### src/rtl/acc_cpu_core_if.sv
// -----------------------------------------------------------------------------
// acc_cpu_core_if
//   Program/data load port of the accumulator CPU core. The front-end (UART
//   bridge or testbench) is the master and streams beats into the core. The
//   core is the slave and accepts one beat per cycle while it is in load mode.
//
//   Ld_sel    master->slave  target memory: 0 = IMEM, 1 = DMEM
//   Ld_valid  master->slave  beat valid
//   Ld_data   master->slave  beat payload (LD_W bits)
//   Ld_ready  slave->master  core is in load mode and accepts beats
// -----------------------------------------------------------------------------
interface acc_cpu_core_if #(
  parameter int LD_W = 8
);
  logic            Ld_sel;
  logic            Ld_valid;
  logic [LD_W-1:0] Ld_data;
  logic            Ld_ready;

  modport master (output Ld_sel, output Ld_valid, output Ld_data, input  Ld_ready);
  modport slave  (input  Ld_sel, input  Ld_valid, input  Ld_data, output Ld_ready);
endinterface

### src/rtl/acc_cpu_core.sv
// -----------------------------------------------------------------------------
// acc_cpu_core
//   Parametrised accumulator CPU. Every instruction takes three cycles:
//   FETCH (IR <= IMEM[PC]), READ (MDR <= DMEM[A]) and EXEC (results are
//   committed on the closing edge). A level-sensitive Load input pulls the
//   core into LOAD from any state. In LOAD, beats on the load port fill IMEM
//   or DMEM sequentially from address 0.
//
//   Clk, Reset     clock, asynchronous active-high reset
//   Load           level: load mode, overrides everything else
//   Start          starts execution at PC=0 from IDLE or HALT
//   ld             load port (slave side of acc_cpu_core_if)
//   Dbg_addr/data  combinational DMEM read port
//   Instruction    IR register
//   Pc, Acc        program counter, accumulator
//   Zero, Carry    flags
//   Busy, Halted   state is FETCH/READ/EXEC, state is HALT
//
//   Both memories are reset, so an unloaded program is all HLT.
// -----------------------------------------------------------------------------
module acc_cpu_core #(
  parameter int DATA_W = 8,
  parameter int ADDR_W = 5,
  parameter int LD_W   = (DATA_W > ADDR_W + 3) ? DATA_W : ADDR_W + 3
) (
  input  logic                Clk,
  input  logic                Reset,
  input  logic                Load,
  input  logic                Start,
  acc_cpu_core_if.slave       ld,
  input  logic [ADDR_W-1:0]   Dbg_addr,
  output logic [DATA_W-1:0]   Dbg_data,
  output logic [ADDR_W+2:0]   Instruction,
  output logic [ADDR_W-1:0]   Pc,
  output logic [DATA_W-1:0]   Acc,
  output logic                Zero,
  output logic                Carry,
  output logic                Busy,
  output logic                Halted
);

  localparam int IR_W  = ADDR_W + 3;
  localparam int DEPTH = 2 ** ADDR_W;

  typedef enum logic [2:0] {
    S_IDLE,
    S_LOAD,
    S_FETCH,
    S_READ,
    S_EXEC,
    S_HALT
  } state_e;

  typedef enum logic [2:0] {
    OP_HLT = 3'b000,
    OP_SKZ = 3'b001,
    OP_ADD = 3'b010,
    OP_AND = 3'b011,
    OP_XOR = 3'b100,
    OP_LDA = 3'b101,
    OP_STO = 3'b110,
    OP_JMP = 3'b111
  } opcode_e;

  // ---------------------------------------------------------------------------
  // State
  // ---------------------------------------------------------------------------
  state_e              state_q,    state_d;
  logic [ADDR_W-1:0]   pc_q,       pc_d;
  logic [IR_W-1:0]     ir_q,       ir_d;
  logic [DATA_W-1:0]   mdr_q,      mdr_d;
  logic [DATA_W-1:0]   acc_q,      acc_d;
  logic                zero_q,     zero_d;
  logic                carry_q,    carry_d;
  logic [ADDR_W-1:0]   imem_ptr_q, imem_ptr_d;
  logic [ADDR_W-1:0]   dmem_ptr_q, dmem_ptr_d;

  // Status outputs are registered from the next state so they line up with
  // the state register without any decode after the flops.
  logic                busy_q;
  logic                halted_q;
  logic                ld_ready_q;

  logic [IR_W-1:0]     imem_q [DEPTH];
  logic [DATA_W-1:0]   dmem_q [DEPTH];

  // Memory write ports, computed alongside the next-state logic.
  logic                imem_we;
  logic [ADDR_W-1:0]   imem_waddr;
  logic [IR_W-1:0]     imem_wdata;
  logic                dmem_we;
  logic [ADDR_W-1:0]   dmem_waddr;
  logic [DATA_W-1:0]   dmem_wdata;

  // ---------------------------------------------------------------------------
  // Decode
  // ---------------------------------------------------------------------------
  opcode_e             op;
  logic [ADDR_W-1:0]   operand;
  logic [DATA_W:0]     sum;

  assign op      = opcode_e'(ir_q[IR_W-1:ADDR_W]);
  assign operand = ir_q[ADDR_W-1:0];
  assign sum     = {1'b0, acc_q} + {1'b0, mdr_q};

  // ---------------------------------------------------------------------------
  // Next-state logic
  // ---------------------------------------------------------------------------
  always_comb begin
    // NOTE: every signal gets a hold/default value first so no path through
    // the case statements can leave one unassigned and infer a latch.
    state_d    = state_q;
    pc_d       = pc_q;
    ir_d       = ir_q;
    mdr_d      = mdr_q;
    acc_d      = acc_q;
    zero_d     = zero_q;
    carry_d    = carry_q;
    imem_ptr_d = imem_ptr_q;
    dmem_ptr_d = dmem_ptr_q;
    imem_we    = 1'b0;
    imem_waddr = imem_ptr_q;
    imem_wdata = ld.Ld_data[IR_W-1:0];
    dmem_we    = 1'b0;
    dmem_waddr = operand;
    dmem_wdata = acc_q;

    if (Load && (state_q != S_LOAD)) begin
      // Entering load mode abandons whatever was in flight, including an
      // EXEC that would otherwise commit on this edge.
      state_d    = S_LOAD;
      imem_ptr_d = '0;
      dmem_ptr_d = '0;
    end else begin
      unique case (state_q)
        S_LOAD: begin
          // Ld_ready is high throughout LOAD, so a valid beat is accepted.
          if (ld.Ld_valid) begin
            if (!ld.Ld_sel) begin
              imem_we    = 1'b1;
              imem_waddr = imem_ptr_q;
              imem_ptr_d = imem_ptr_q + ADDR_W'(1);
            end else begin
              dmem_we    = 1'b1;
              dmem_waddr = dmem_ptr_q;
              dmem_wdata = ld.Ld_data[DATA_W-1:0];
              dmem_ptr_d = dmem_ptr_q + ADDR_W'(1);
            end
          end
          if (!Load) state_d = S_IDLE;
        end

        S_IDLE, S_HALT: begin
          if (Start) begin
            state_d = S_FETCH;
            pc_d    = '0;
            acc_d   = '0;
            zero_d  = 1'b0;
            carry_d = 1'b0;
          end
        end

        S_FETCH: begin
          ir_d    = imem_q[pc_q];
          state_d = S_READ;
        end

        S_READ: begin
          mdr_d   = dmem_q[operand];
          state_d = S_EXEC;
        end

        S_EXEC: begin
          state_d = S_FETCH;
          pc_d    = pc_q + ADDR_W'(1);
          unique case (op)
            OP_HLT: begin
              state_d = S_HALT;
              pc_d    = pc_q;
            end
            OP_SKZ: begin
              if (acc_q == '0) pc_d = pc_q + ADDR_W'(2);
            end
            OP_ADD: begin
              acc_d   = sum[DATA_W-1:0];
              carry_d = sum[DATA_W];
              zero_d  = (acc_d == '0);
            end
            OP_AND: begin
              acc_d  = acc_q & mdr_q;
              zero_d = (acc_d == '0);
            end
            OP_XOR: begin
              acc_d  = acc_q ^ mdr_q;
              zero_d = (acc_d == '0);
            end
            OP_LDA: begin
              acc_d  = mdr_q;
              zero_d = (acc_d == '0);
            end
            OP_STO: begin
              dmem_we    = 1'b1;
              dmem_waddr = operand;
              dmem_wdata = acc_q;
            end
            OP_JMP: begin
              pc_d = operand;
            end
          endcase
        end

        default: state_d = S_IDLE;
      endcase
    end
  end

  // ---------------------------------------------------------------------------
  // Registers and memories
  // ---------------------------------------------------------------------------
  always_ff @(posedge Clk or posedge Reset) begin
    if (Reset) begin
      state_q    <= S_IDLE;
      pc_q       <= '0;
      ir_q       <= '0;
      mdr_q      <= '0;
      acc_q      <= '0;
      zero_q     <= 1'b0;
      carry_q    <= 1'b0;
      imem_ptr_q <= '0;
      dmem_ptr_q <= '0;
      busy_q     <= 1'b0;
      halted_q   <= 1'b0;
      ld_ready_q <= 1'b0;
      // NOTE: both memories are built from resettable flops rather than RAM
      // macros because reset must leave them all-zero (an all-HLT program).
      for (int i = 0; i < DEPTH; i++) begin
        imem_q[i] <= '0;
        dmem_q[i] <= '0;
      end
    end else begin
      // NOTE: non-blocking assignments here so every flop samples the
      // pre-edge values computed above, independent of statement order.
      state_q    <= state_d;
      pc_q       <= pc_d;
      ir_q       <= ir_d;
      mdr_q      <= mdr_d;
      acc_q      <= acc_d;
      zero_q     <= zero_d;
      carry_q    <= carry_d;
      imem_ptr_q <= imem_ptr_d;
      dmem_ptr_q <= dmem_ptr_d;
      busy_q     <= (state_d == S_FETCH) || (state_d == S_READ) || (state_d == S_EXEC);
      halted_q   <= (state_d == S_HALT);
      ld_ready_q <= (state_d == S_LOAD);
      if (imem_we) imem_q[imem_waddr] <= imem_wdata;
      if (dmem_we) dmem_q[dmem_waddr] <= dmem_wdata;
    end
  end

  // ---------------------------------------------------------------------------
  // Outputs
  // ---------------------------------------------------------------------------
  assign ld.Ld_ready   = ld_ready_q;
  assign Dbg_data      = dmem_q[Dbg_addr];
  assign Instruction   = ir_q;
  assign Pc            = pc_q;
  assign Acc           = acc_q;
  assign Zero          = zero_q;
  assign Carry         = carry_q;
  assign Busy          = busy_q;
  assign Halted        = halted_q;

endmodule
### src/flat_wrapper.sv
// flat-port wrapper written by rule: the top's interface ports become plain ports
module acc_cpu_core_flat 
#(
  parameter int DATA_W = 8,
  parameter int ADDR_W = 5,
  parameter int LD_W   = (DATA_W > ADDR_W + 3) ? DATA_W : ADDR_W + 3
)
  (Clk, Reset, Load, Start, Dbg_addr, Dbg_data, Instruction, Pc, Acc, Zero, Carry, Busy, Halted, ld_Ld_sel, ld_Ld_valid, ld_Ld_data, ld_Ld_ready);
  acc_cpu_core_if #(.LD_W(LD_W)) ld_i ();
  input  logic Clk;
  input  logic Reset;
  input  logic Load;
  input  logic Start;
  input  logic [ADDR_W-1:0] Dbg_addr;
  output logic [DATA_W-1:0] Dbg_data;
  output logic [ADDR_W+2:0] Instruction;
  output logic [ADDR_W-1:0] Pc;
  output logic [DATA_W-1:0] Acc;
  output logic Zero;
  output logic Carry;
  output logic Busy;
  output logic Halted;
  input wire logic [$bits(ld_i.Ld_sel)-1:0] ld_Ld_sel;
  input wire logic [$bits(ld_i.Ld_valid)-1:0] ld_Ld_valid;
  input wire logic [$bits(ld_i.Ld_data)-1:0] ld_Ld_data;
  output wire logic [$bits(ld_i.Ld_ready)-1:0] ld_Ld_ready;
  assign ld_i.Ld_sel = ld_Ld_sel;
  assign ld_i.Ld_valid = ld_Ld_valid;
  assign ld_i.Ld_data = ld_Ld_data;
  assign ld_Ld_ready = ld_i.Ld_ready;
  acc_cpu_core #(.DATA_W(DATA_W), .ADDR_W(ADDR_W), .LD_W(LD_W)) u_core (.Clk(Clk), .Reset(Reset), .Load(Load), .Start(Start), .ld(ld_i), .Dbg_addr(Dbg_addr), .Dbg_data(Dbg_data), .Instruction(Instruction), .Pc(Pc), .Acc(Acc), .Zero(Zero), .Carry(Carry), .Busy(Busy), .Halted(Halted));
endmodule
### config.mk
export PLATFORM = sky130hd
export DESIGN_NAME = acc_cpu_core_flat
export DESIGN_NICKNAME = d
export VERILOG_FILES = /design/src/rtl/acc_cpu_core_if.sv /design/src/rtl/acc_cpu_core.sv /design/src/flat_wrapper.sv
export SDC_FILE = /design/constraint.sdc
export NUM_CORES = 1
export LEC_CHECK = 0
export ABC_AREA = 0
export CAP_MARGIN = 0
export CORE_ASPECT_RATIO = 1.5
export CORE_MARGIN = 2
export CORE_UTILIZATION = 50
export DETAILED_ROUTE_END_ITERATION = 8
export GPL_ROUTABILITY_DRIVEN = 0
export PLACE_DENSITY = 0.64
export SYNTH_ARGS = -nofsm -noshare
export SYNTH_HDL_FRONTEND = slang
export SYNTH_SLANG_ARGS = --single-unit
### constraint.sdc
create_clock -name Clk -period 29.5 [get_ports Clk]
set_input_delay 7.375 -clock Clk [delete_from_list [all_inputs] [get_ports Clk]]
set_output_delay 7.375 -clock Clk [all_outputs]
set_load 0.05 [all_outputs]
* Word level (Yosys, flattened, before mapping) *
Cells that the tools add are included.

word-level totals
  output and inout bits = 34
  register bits = 559
  input bits = 19
  word-level logic and storage cells = 200

cells by class
  bitwise gates (word level) = 8
  equality and inequality tests = 23
  magnitude comparators = 7
  $add $sub $neg = 5
  reductions and logical operators = 24
  muxes and demuxes = 57

operators by type and width
  kind                 count
  $bwmux 256           2
  $bmux 8 s5           3
  $mux 8               13
  $demux 8 s5          2
  $mux 5               14
  $logic_not 8->1      5
  $pmux 8 s4           1
  $ge 6x6->1 const B   5
  $not 5->6            5
  $eq 3x3->1 const B   8
  $eq 3x2->1 const B   6
  $pmux 8 s2           1
  $add 5x1->5 const B  3
  $pmux 3 s5           1
  $pmux 5 s3           1
  $lt 6x1->1 const B   2
  $mux 3               4
  $reduce_and 4->1     3
  $mux 1               10
  $pmux 5 s2           1
  $add 8x8->9          1
  $eq 3x1->1 const B   3
  $and 8x8->8          1
  $reduce_bool 2->1    4
  15 further kinds     25

* Longest topological paths before layout *
Gate-level depths: netlist (run 1).

  depth in word-level cells = 10
  gate-level depth with buffers = 10

* Worst setup path after synthesis (run 1) *
OpenSTA, ideal clock, no wires.

  path kind = input-to-output
  from = in Dbg_addr[0]
  to = out Dbg_data[0]
  data required time = 22,125 ps
  data arrival time = 9,527 ps
  slack = 12,598 ps
  cell stages on the path = 5
  cells stage by stage = buf_2 > buf_1 > mux4_2 > mux4_2 > mux2_2

on the way
  cells in the longest elaborated chain, start to end = 4

ends and longest elaborated chain
  what                                       RTL line             text
  start, declared                            flat_wrapper.sv:14   input logic [ADDR_W-1:0] Dbg_addr;
  $not 5->6 (implied by the code)            acc_cpu_core.sv:264  assign Dbg_data = dmem_q[Dbg_addr];
  $bmux 8 s5                                 acc_cpu_core.sv:264
  $mux 8 (implied by the code) (2 in a row)  acc_cpu_core.sv:264
  end, declared                              flat_wrapper.sv:15   output logic [DATA_W-1:0] Dbg_data;

No other way between the ends. The select of a mux whose other input is x is not followed.

* Worst setup path in the final report (run 1) *
  from = in Dbg_addr[0]
  to = out Dbg_data[2]

Same word-level chain as after synthesis.

==> impl_metrics.py, run 1 <==
metrics = {
    "pwr": {
        "peakVddDrop_v": 0.00006901,
        "cellPowerDensity_nw_per_um2": 69.11,
        "p_leak_nw": 14.54,
        "switching_power_uw": 705.1,
        "comb_power_share_pct": 24.3,
        "swShare_pct": 32.39,
        "seq_power_share_pct": 41.5,
        "power.internal_mw": 1.472,
        "power_frac_clock_pct": 34.2,
    },
    "worst_setup_path": {
        "timing.rr.end": "u_core.Instruction[2]$_DFFE_PP0P_",
        "r2r_cells": 6,
        "cp-startpoint": "Dbg_addr[0]",
        "reg2reg_slack_ns": 26.04,
        "endpoint_kind": "primary output",
        "critPathArrivalTime_ns": 10.72,
        "timing_worst_setup_path_type": "in2out",
        "crit_path_start_kind": "input pin",
        "crit_required_ns": 22.12,
        "crit_fanout": 52,
        "timing.rr.start": "u_core.Pc[1]$_DFFE_PP0P_",
        "crit_end": "Dbg_data[2]",
    },
    "global_routing": {
        "grt_overflow": 0,
        "first_global_vias": 18510,
        "grt.total_usage_pct": 26.20,
        "antenna_found_initial": 0,
        "grt_max_degree": 178,
        "grt_pass1_wl_mm": 115.9,
    },
    "clocking": {
        "post_cts_resized": 0,
        "h-tree-depth": 2,
        "postCtsHoldBufs": 0,
        "cts_made_buffers": 55,
        "post-cts-setup-buffers": 0,
        "path_clk_slew_ns": 0.06,
        "cts_tree": "done",
        "insertion_delay_ns": 0.61,
        "cts_sinks": 559,
        "clockBufferDepth": 3,
        "clockRootBuffer": "clkbuf_16",
    },
    "route": {
        "dr_total_vias": 17460,
        "via_per_inst": 6.357,
        "avgRoutedWirePerCell_um": 27.07,
        "route.antenna.remaining_nets": 0,
        "dr_wl_met3_mm": 3.355,
        "drc": 0,
        "drt-total-wl_mm": 74.37,
        "drtPass1Iterations": 5,
        "highest_layer": "met4",
        "wl_met2_mm": 37.71,
        "drt_iter0_markers": 1299,
        "m1WireLength_mm": 29.05,
    },
    "placement": {
        "port_buffers": 52,
        "dp_hpwl_mm": 50.71,
    },
    "logic_synthesis": {
        "syn-cell-area_sq_um": 28550,
        "avgSynthCellArea_sq_um": 14.54,
        "synth_nets": 2000,
        "synth_edf_count": 0,
        "yosysWarnings": 0,
        "synth_cells": 1964,
        "ys_ff_latch": 559,
        "synth_ff_type": "dfrtp_1",
        "ys_async_sr_fraction_pct": 100.0,
        "ys_types": 72,
        "yosysSeqAreaShare_pct": 49.00,
    },
    "sta": {
        "setup_tns_ns": 0,
        "post-route-period-util_pct": 61.32,
        "rsz0062_at_grt": "no",
        "hold_viol": 0,
        "fin_crit_ns": 18.09,
        "fin_skew_ns": 0.01679,
        "final_max_slew_viol_count": 0,
        "setup_viol": 0,
        "worstMarginPinSlew_ns": 1.278,
        "relSlewSlack_pct": 14.63,
        "max_freq_mhz": 55.28,
    },
    "cells_and_area": {
        "layout_common_cells": "dfrtp_1 (555), mux2_2 (449), mux4_2 (192), nand2_1 (86), mux2_1 (80)",
        "utilization_pct": 55.62,
        "area.growth.synth_to_final_pct": 10.33,
        "fillers": 4638,
        "multi_input_area_sq_um": 13880,
        "final_layout_size_suffix_gt1_share_pct": 40.63,
        "n_antenna_cell": 0,
        "final_common_cell": "dfrtp_1",
        "seq_area_sq_um": 14000,
        "nets": 1976,
    },
    "flow_run": {
        "drv_cap": 0,
    },
    "floorplanning": {
        "pin_count": 53,
        "die_y_um": 296.7,
        "die-area_sq_um": 59070,
        "start_util_pct": 50.41,
        "row_count": 107,
        "fp.coreArea_sq_um": 56630,
        "fp.dieW_um": 199.1,
    },
    "worst_hold_path": {
        "hold_class": "reg2reg",
        "min_path_cells": 1,
    },
    "outcome": {
        "status": "finished clean",
    },
}
synthesized netlist by cell type, drive strengths merged (3+ instances only):
master	instances	share of area (%)
a211oi	14	0.37
a21o	4	0.11
a21oi	30	0.55
a221oi	6	0.18
a22o	15	0.46
a22oi	11	0.32
a31oi	5	0.18
a41oi	6	0.32
and2	9	0.20
and3	4	0.088
buf	54	0.92
clkbuf	103	1.4
dfrtp	559	49
ha	16	0.70
inv	9	0.12
mux2	529	21
mux2i	44	1.5
mux4	192	15
nand2	87	1.2
nand2b	8	0.18
nand3	5	0.088
nand3b	4	0.11
nand4	3	0.066
nand4b	3	0.092
nor2	67	1.5
nor2b	9	0.20
nor3	13	0.36
nor3b	7	0.22
nor4	18	0.45
nor4b	3	0.14
o21ai	37	0.65
o221ai	8	0.25
o22ai	40	0.88
o31ai	4	0.11
or2	6	0.13
xnor2	7	0.21
xor2	5	0.15
stage by stage:
step           cells  cell area, sq um  power (mW)  worst slack, ns  hold slack (ns)
2_1_floorplan   1964             28550       1.265            6.493           0.4701
4_1_cts         2747             31500       2.193            11.38           0.5019
6_report        2747             31500       2.177            11.41           0.5000
5_1_grt         2747             31500       2.261            11.23           0.5069
3_3_place_gp    2646             29580       1.433            11.49           0.4811
3_5_place_dp    2646             29580       1.446            11.38           0.4869
per-layer routing:
metal,up-vias,track usage (%)
li1,7455,-
met1,9297,32.64
met2,546,44.77
met3,166,3.458
met4,0,13.47
met5,-,0
worst min path at each step:
stage / slack [ns] / start / to
final: 0.50 / u_core.imem_q[46]$_DFFE_PP0P_ / u_core.imem_q[46]$_DFFE_PP0P_
after global routing: 0.51 / u_core.imem_q[166]$_DFFE_PP0P_ / u_core.imem_q[166]$_DFFE_PP0P_
after CTS: 0.50 / u_core.imem_q[169]$_DFFE_PP0P_ / u_core.imem_q[169]$_DFFE_PP0P_
after detailed placement: 0.49 / u_core.imem_q[44]$_DFFE_PP0P_ / u_core.imem_q[44]$_DFFE_PP0P_
after global placement: 0.48 / u_core.imem_q[111]$_DFFE_PP0P_ / u_core.imem_q[111]$_DFFE_PP0P_
after floorplan: 0.47 / u_core.dmem_q[0]$_DFFE_PP0P_ / u_core.dmem_q[0]$_DFFE_PP0P_
flip-flops by register name, indices dropped and copies added, names as in the netlist:
name	cells
u_core.dmem_q	256
u_core.Acc	8
u_core.Instruction	8
u_core.mdr_q	8
u_core.Zero	1
u_core.Halted	1
u_core.state_q	3
u_core.dmem_ptr_q	5
u_core.ld.Ld_ready	1
u_core.Carry	1
u_core.imem_ptr_q	5
u_core.Busy	1
u_core.Pc	5
u_core.imem_q	256
layout make-up:
cell class                      count  share of cell area (%)
Clock buffer                       79                   5.140
Clock inverter                     22                  0.9414
Inverter                            9                  0.1311
Multi-Input combinational cell   1239                   44.07
Sequential cell                   559                   44.45
Tap cell                          763                   3.031
Timing Repair Buffer               76                   2.240
worst max-delay path: stages:
cell and delay, ns:
buf_4 0.24, buf_4 0.80, mux4_2 0.63, mux4_2 0.56
mux2_2 0.31, clkdlybuf4s50_1 0.70
logic make-up after synthesis:
| family | count (synthesis) | share of synthesized area, % |
|---|---|---|
| AO/OA/AOI/OAI | 192 | 4.742 |
| XOR/XNOR | 12 | 0.3681 |
| adder cells (fa/ha/maj) | 17 | 0.7713 |
| buffers and inverters | 166 | 2.388 |
| flip-flops | 559 | 49.00 |
| multiplexers | 765 | 37.55 |
| AND/OR/NAND/NOR | 253 | 5.180 |
power groups by stage:
stage               clock (mW)  combinational (mW)  sequential [mW]
global route             0.789               0.560            0.913
detailed placement           0               0.530            0.916
CTS                      0.760               0.531            0.902
finish                   0.745               0.528            0.903
global placement             0               0.520            0.914
floorplan                    0               0.381            0.884
No activity file was read; power rests on OpenSTA's default activity.
==> inputs of run 2 (changes only) <==
Settings changed: PLACE_DENSITY 0.64 to 0.67.
Clock period 29.5 ns to 14.73 ns, I/O delays scaled along.
==> impl_metrics.py, run 2 (synthesis results as in run 1) <==
metrics = {
    "route": {
        "drt-total-wl_mm": 71.42,
        "dr_total_vias": 17350,
        "avgRoutedWirePerCell_um": 26.00,
        "route.antenna.remaining_nets": 0,
        "drc": 0,
        "drtPass1Iterations": 5,
        "via_per_inst": 6.315,
        "drt_iter0_markers": 1297,
    },
    "sta": {
        "setup_tns_ns": 0,
        "fin_crit_ns": 10.71,
        "worstMarginPinSlew_ns": 1.241,
        "setup_viol": 0,
        "fin_skew_ns": 0.01779,
        "post-route-period-util_pct": 72.68,
        "final_max_slew_viol_count": 0,
        "timing.hold.ws_ns": 0.4990,
        "worst_slack_ns": 4.024,
        "max_freq_mhz": 93.41,
        "relSlewSlack_pct": 17.09,
        "rsz0062_at_grt": "no",
        "hold_viol": 0,
    },
    "pwr": {
        "peakVddDrop_v": 0.0001112,
        "p_leak_nw": 14.55,
        "total_power_mw": 4.372,
        "cellPowerDensity_nw_per_um2": 138.6,
    },
    "worst_setup_path": {
        "path_delay_family": "buffers and inverters",
        "crit_fanout": 51,
        "crit_required_ns": 11.05,
        "endpoint_kind": "primary output",
        "slowest_delay_ns": 0.80,
        "r2r_cells": 6,
        "timing_worst_setup_path_type": "in2out",
        "critPathArrivalTime_ns": 7.02,
        "critical_path_buf_inv_count": 3,
        "worst_path_max_delay_cell": "buf_4",
        "crit_chain": "buf_4 -> buf_4 -> mux4_2 -> mux4_2 -> mux2_2 -> clkdlybuf4s50_1",
        "crit_path_start_kind": "input pin",
        "critical_path_cell_count": 6,
    },
    "clocking": {
        "cts_sinks": 559,
        "insertion_delay_ns": 0.62,
        "h-tree-depth": 2,
        "clockRootBuffer": "clkbuf_16",
        "clockBufferDepth": 3,
        "cts_tree": "done",
        "postCtsHoldBufs": 0,
        "cts_made_buffers": 55,
        "path_clk_slew_ns": 0.06,
        "post-cts-setup-buffers": 0,
        "post_cts_resized": 0,
    },
    "cells_and_area": {
        "final_layout_size_suffix_gt1_share_pct": 40.54,
        "nets": 1976,
        "finalNonFillerCells": 2747,
        "post-route-cell-area_sq_um": 31530,
        "top_regs": "u_core.dmem_q x256, u_core.imem_q x256",
        "area.growth.synth_to_final_pct": 10.45,
        "utilization_pct": 55.68,
        "layout_common_cells": "dfrtp_1 (555), mux2_2 (449), mux4_2 (192), nand2_1 (86), mux2_1 (80)",
        "final_common_cell": "dfrtp_1",
    },
    "floorplanning": {
        "die-area_sq_um": 59070,
        "fp.dieW_um": 199.1,
        "pin_count": 53,
        "row_count": 107,
        "fp.coreArea_sq_um": 56630,
        "start_util_pct": 50.41,
        "die_y_um": 296.7,
    },
    "global_routing": {
        "grt_overflow": 0,
        "grt_max_degree": 165,
        "grt.total_usage_pct": 25.08,
        "antenna_found_initial": 0,
        "first_global_vias": 18470,
        "grt_pass1_wl_mm": 111.9,
    },
    "outcome": {
        "status": "finished clean",
    },
    "placement": {
        "placed_cell_area_sq_um": 29590,
        "post-place-ws_ns": 3.986,
        "dp_hpwl_mm": 49.07,
        "port_buffers": 52,
        "dp_cells": 2646,
    },
    "flow_run": {
        "drv_cap": 0,
    },
    "worst_hold_path": {
        "hold_class": "reg2reg",
        "min_path_cells": 1,
    },
}
[run 2: worst paths after layout]
| path | from | endpoint | slack [ns] |
|---|---|---|---|
| max | Dbg_addr[0] | Dbg_data[0] | 4.02 |
| min | u_core.imem_q[41]$_DFFE_PP0P_ | u_core.imem_q[41]$_DFFE_PP0P_ | 0.50 |
| max reg2reg | u_core.Pc[0]$_DFFE_PP0P_ | u_core.Instruction[0]$_DFFE_PP0P_ | 11.23 |
| min reg2reg | u_core.imem_q[41]$_DFFE_PP0P_ | u_core.imem_q[41]$_DFFE_PP0P_ | 0.50 |
| max in group asynchronous | Reset | u_core.imem_q[124]$_DFFE_PP0P_ | 9.00 |
| min in group asynchronous | Reset | u_core.Acc[3]$_DFFE_PP0P_ | 3.58 |
[run 2: report_power, final]
group          total, mW  switching, mW  internal, mW
Clock               1.51          0.613         0.900
Combinational       1.03          0.597         0.428
Sequential          1.83          0.198          1.63
Total               4.37           1.41          2.96
[run 2: per-layer routing]
metal / up-vias / track usage (%) / routed length (um)
li1: 7454 / - / -
met1: 9218 / 30.93 / 27720
met2: 514 / 43.53 / 36910
met3: 160 / 2.971 / 3080
met4: 0 / 12.70 / 3712
met5: - / 0 / 0
[run 2: layout make-up]
| cell class | count | area [sq um] |
|---|---|---|
| Fill cell | 4580 | 25100 |
| Sequential cell | 559 | 14000 |
| Clock buffer | 79 | 1609 |
| Inverter | 9 | 37.54 |
| Clock inverter | 21 | 330.3 |
| Tap cell | 763 | 954.7 |
| Timing Repair Buffer | 76 | 718.2 |
| Antenna cell | 1 | 2.502 |
| Multi-Input combinational cell | 1239 | 13880 |
[run 2: worst register-to-register path, stage by stage, from the launching register on]
cell and delay [ns]:
dfrtp_4 0.93, buf_4 0.85, mux4_2 0.64, a22o_1 0.24, a211oi_1 0.44, a211oi_1 0.11
a21o_1 0.19
==> inputs of run 3 (changes only) <==
Settings changed: PLACE_DENSITY 0.67 to 0.64.
Clock period 14.73 ns to 10.32 ns, I/O delays scaled along.
==> impl_metrics.py, run 3 (synthesis results as in run 1) <==
metrics = {
    "sta": {
        "hold_viol": 0,
        "setup_tns_ns": 0,
        "post-route-period-util_pct": 80.77,
        "fin_crit_ns": 8.336,
        "worstMarginPinSlew_ns": 1.257,
        "rsz0062_at_grt": "no",
        "fin_skew_ns": 0.01905,
        "max_freq_mhz": 120.0,
        "final_max_slew_viol_count": 0,
        "relSlewSlack_pct": 15.97,
        "setup_viol": 0,
    },
    "global_routing": {
        "first_global_vias": 18790,
        "grt_pass1_wl_mm": 118.1,
        "grt_overflow": 0,
        "grt_max_degree": 172,
        "grt.total_usage_pct": 26.62,
        "antenna_found_initial": 0,
    },
    "clocking": {
        "postCtsHoldBufs": 0,
        "path_clk_slew_ns": 0.06,
        "insertion_delay_ns": 0.61,
        "clockRootBuffer": "clkbuf_16",
        "h-tree-depth": 2,
        "clockBufferDepth": 3,
        "post-cts-setup-buffers": 0,
        "cts_sinks": 559,
        "cts_made_buffers": 56,
        "post_cts_resized": 0,
        "cts_tree": "done",
    },
    "worst_hold_path": {
        "hold_class": "reg2reg",
    },
    "worst_setup_path": {
        "crit_end": "Dbg_data[2]",
        "critical_path_buf_inv_count": 3,
        "worst_path_max_delay_cell": "buf_2",
        "timing.rr.start": "u_core.Instruction[0]$_DFFE_PP0P_",
        "reg2reg_slack_ns": 6.86,
        "crit_chain": "buf_2 -> buf_4 -> mux4_2 -> mux4_2 -> mux2_2 -> clkdlybuf4s50_1",
        "timing.rr.end": "u_core.mdr_q[3]$_DFFE_PP0P_",
        "cpMostUsedCell": "mux4_2",
        "crit_fanout": 44,
        "critical_path_cell_count": 6,
        "slowest_delay_ns": 0.81,
        "crit_path_start_kind": "input pin",
        "critPathArrivalTime_ns": 5.76,
        "cp-startpoint": "Dbg_addr[1]",
        "timing_worst_setup_path_type": "in2out",
        "path_delay_family": "buffers and inverters",
        "endpoint_kind": "primary output",
        "r2r_cells": 5,
        "crit_required_ns": 7.74,
    },
    "floorplanning": {
        "row_count": 107,
        "start_util_pct": 50.41,
        "fp.coreArea_sq_um": 56630,
        "die-area_sq_um": 59070,
        "fp.dieW_um": 199.1,
        "die_y_um": 296.7,
        "pin_count": 53,
    },
    "route": {
        "dr_total_vias": 17570,
        "via_per_inst": 6.381,
        "drt_iter0_markers": 1378,
        "avgRoutedWirePerCell_um": 27.28,
        "drt-total-wl_mm": 75.13,
        "drtPass1Iterations": 5,
        "drc": 0,
        "route.antenna.remaining_nets": 0,
    },
    "cells_and_area": {
        "final_layout_size_suffix_gt1_share_pct": 40.98,
        "top_regs": "u_core.dmem_q x256, u_core.imem_q x256",
        "layout_common_cells": "dfrtp_1 (555), mux2_2 (449), mux4_2 (192), nand2_1 (86), mux2_1 (80)",
        "nets": 1981,
        "area.growth.synth_to_final_pct": 10.37,
        "n_antenna_cell": 0,
        "final_common_cell": "dfrtp_1",
    },
    "pwr": {
        "peakVddDrop_v": 0.0001620,
        "p_leak_nw": 14.57,
        "total_power_mw": 6.202,
        "cellPowerDensity_nw_per_um2": 196.8,
    },
    "placement": {
        "dp_hpwl_mm": 51.32,
        "port_buffers": 52,
    },
    "flow_run": {
        "drv_cap": 0,
    },
    "outcome": {
        "status": "finished clean",
    },
}
-- run 3: area by class of cell --
cell class	count	area (sq um)
Fill cell	4616	25120
Sequential cell	559	14000
Multi-Input combinational cell	1239	13880
Clock buffer	83	1704
Tap cell	763	954.7
Timing Repair Buffer	80	748.2
Clock inverter	21	186.4
Inverter	9	37.54
-- run 3: how the worst min path moves through the flow --
stage / slack (ns) / endpoint / cells past startpoint / startpoint
CTS: 0.50 / u_core.imem_q[235]$_DFFE_PP0P_ / 1 / u_core.imem_q[235]$_DFFE_PP0P_
floorplan: 0.47 / u_core.dmem_q[0]$_DFFE_PP0P_ / 1 / u_core.dmem_q[0]$_DFFE_PP0P_
global placement: 0.48 / u_core.imem_q[239]$_DFFE_PP0P_ / 1 / u_core.imem_q[239]$_DFFE_PP0P_
global route: 0.51 / u_core.imem_q[105]$_DFFE_PP0P_ / 1 / u_core.imem_q[105]$_DFFE_PP0P_
detailed placement: 0.49 / u_core.imem_q[212]$_DFFE_PP0P_ / 1 / u_core.imem_q[212]$_DFFE_PP0P_
finish: 0.50 / u_core.imem_q[235]$_DFFE_PP0P_ / 1 / u_core.imem_q[235]$_DFFE_PP0P_
-- run 3: worst register-to-register path: cells and delay by family, from the launching register on --
| kind | cells | cell delay [ns] |
|---|---|---|
| muxes | 2 | 0.99 |
| DFF | 1 | 0.71 |
| AOI/OAI and AO/OA | 1 | 0.60 |
| buffers and inverters | 1 | 0.86 |
| and+or+nand+nor | 1 | 0.17 |
-- run 3: power by group --
group	internal (mW)	switching, mW	total (mW)
clock	1.21	0.885	2.10
sequential	2.33	0.256	2.59
combinational	0.614	0.899	1.51
-- run 3: per-layer routing --
metal	track usage [%]	part of all wire [%]	up-vias
met5	0	0	-
met4	12.07	5.1	0
met3	3.129	4.3	175
met2	46.42	52	540
met1	33.24	39	9389
li1	-	-	7468
-- run 3: through the flow --
stage                     instances  setup slack, ns  utilization [%]  hold slack (ns)  instance area [sq um]
after floorplan                1964           0.1303                -           0.4701                  28550
after global placement         2650            2.078            52.31           0.4813                  29620
after detailed placement       2650            1.932            52.31           0.4876                  29620
after CTS                      2754            1.937            55.64           0.5021                  31510
after global routing           2754            1.822            55.64           0.5056                  31510
final                          2754            1.984            55.64           0.5005                  31510
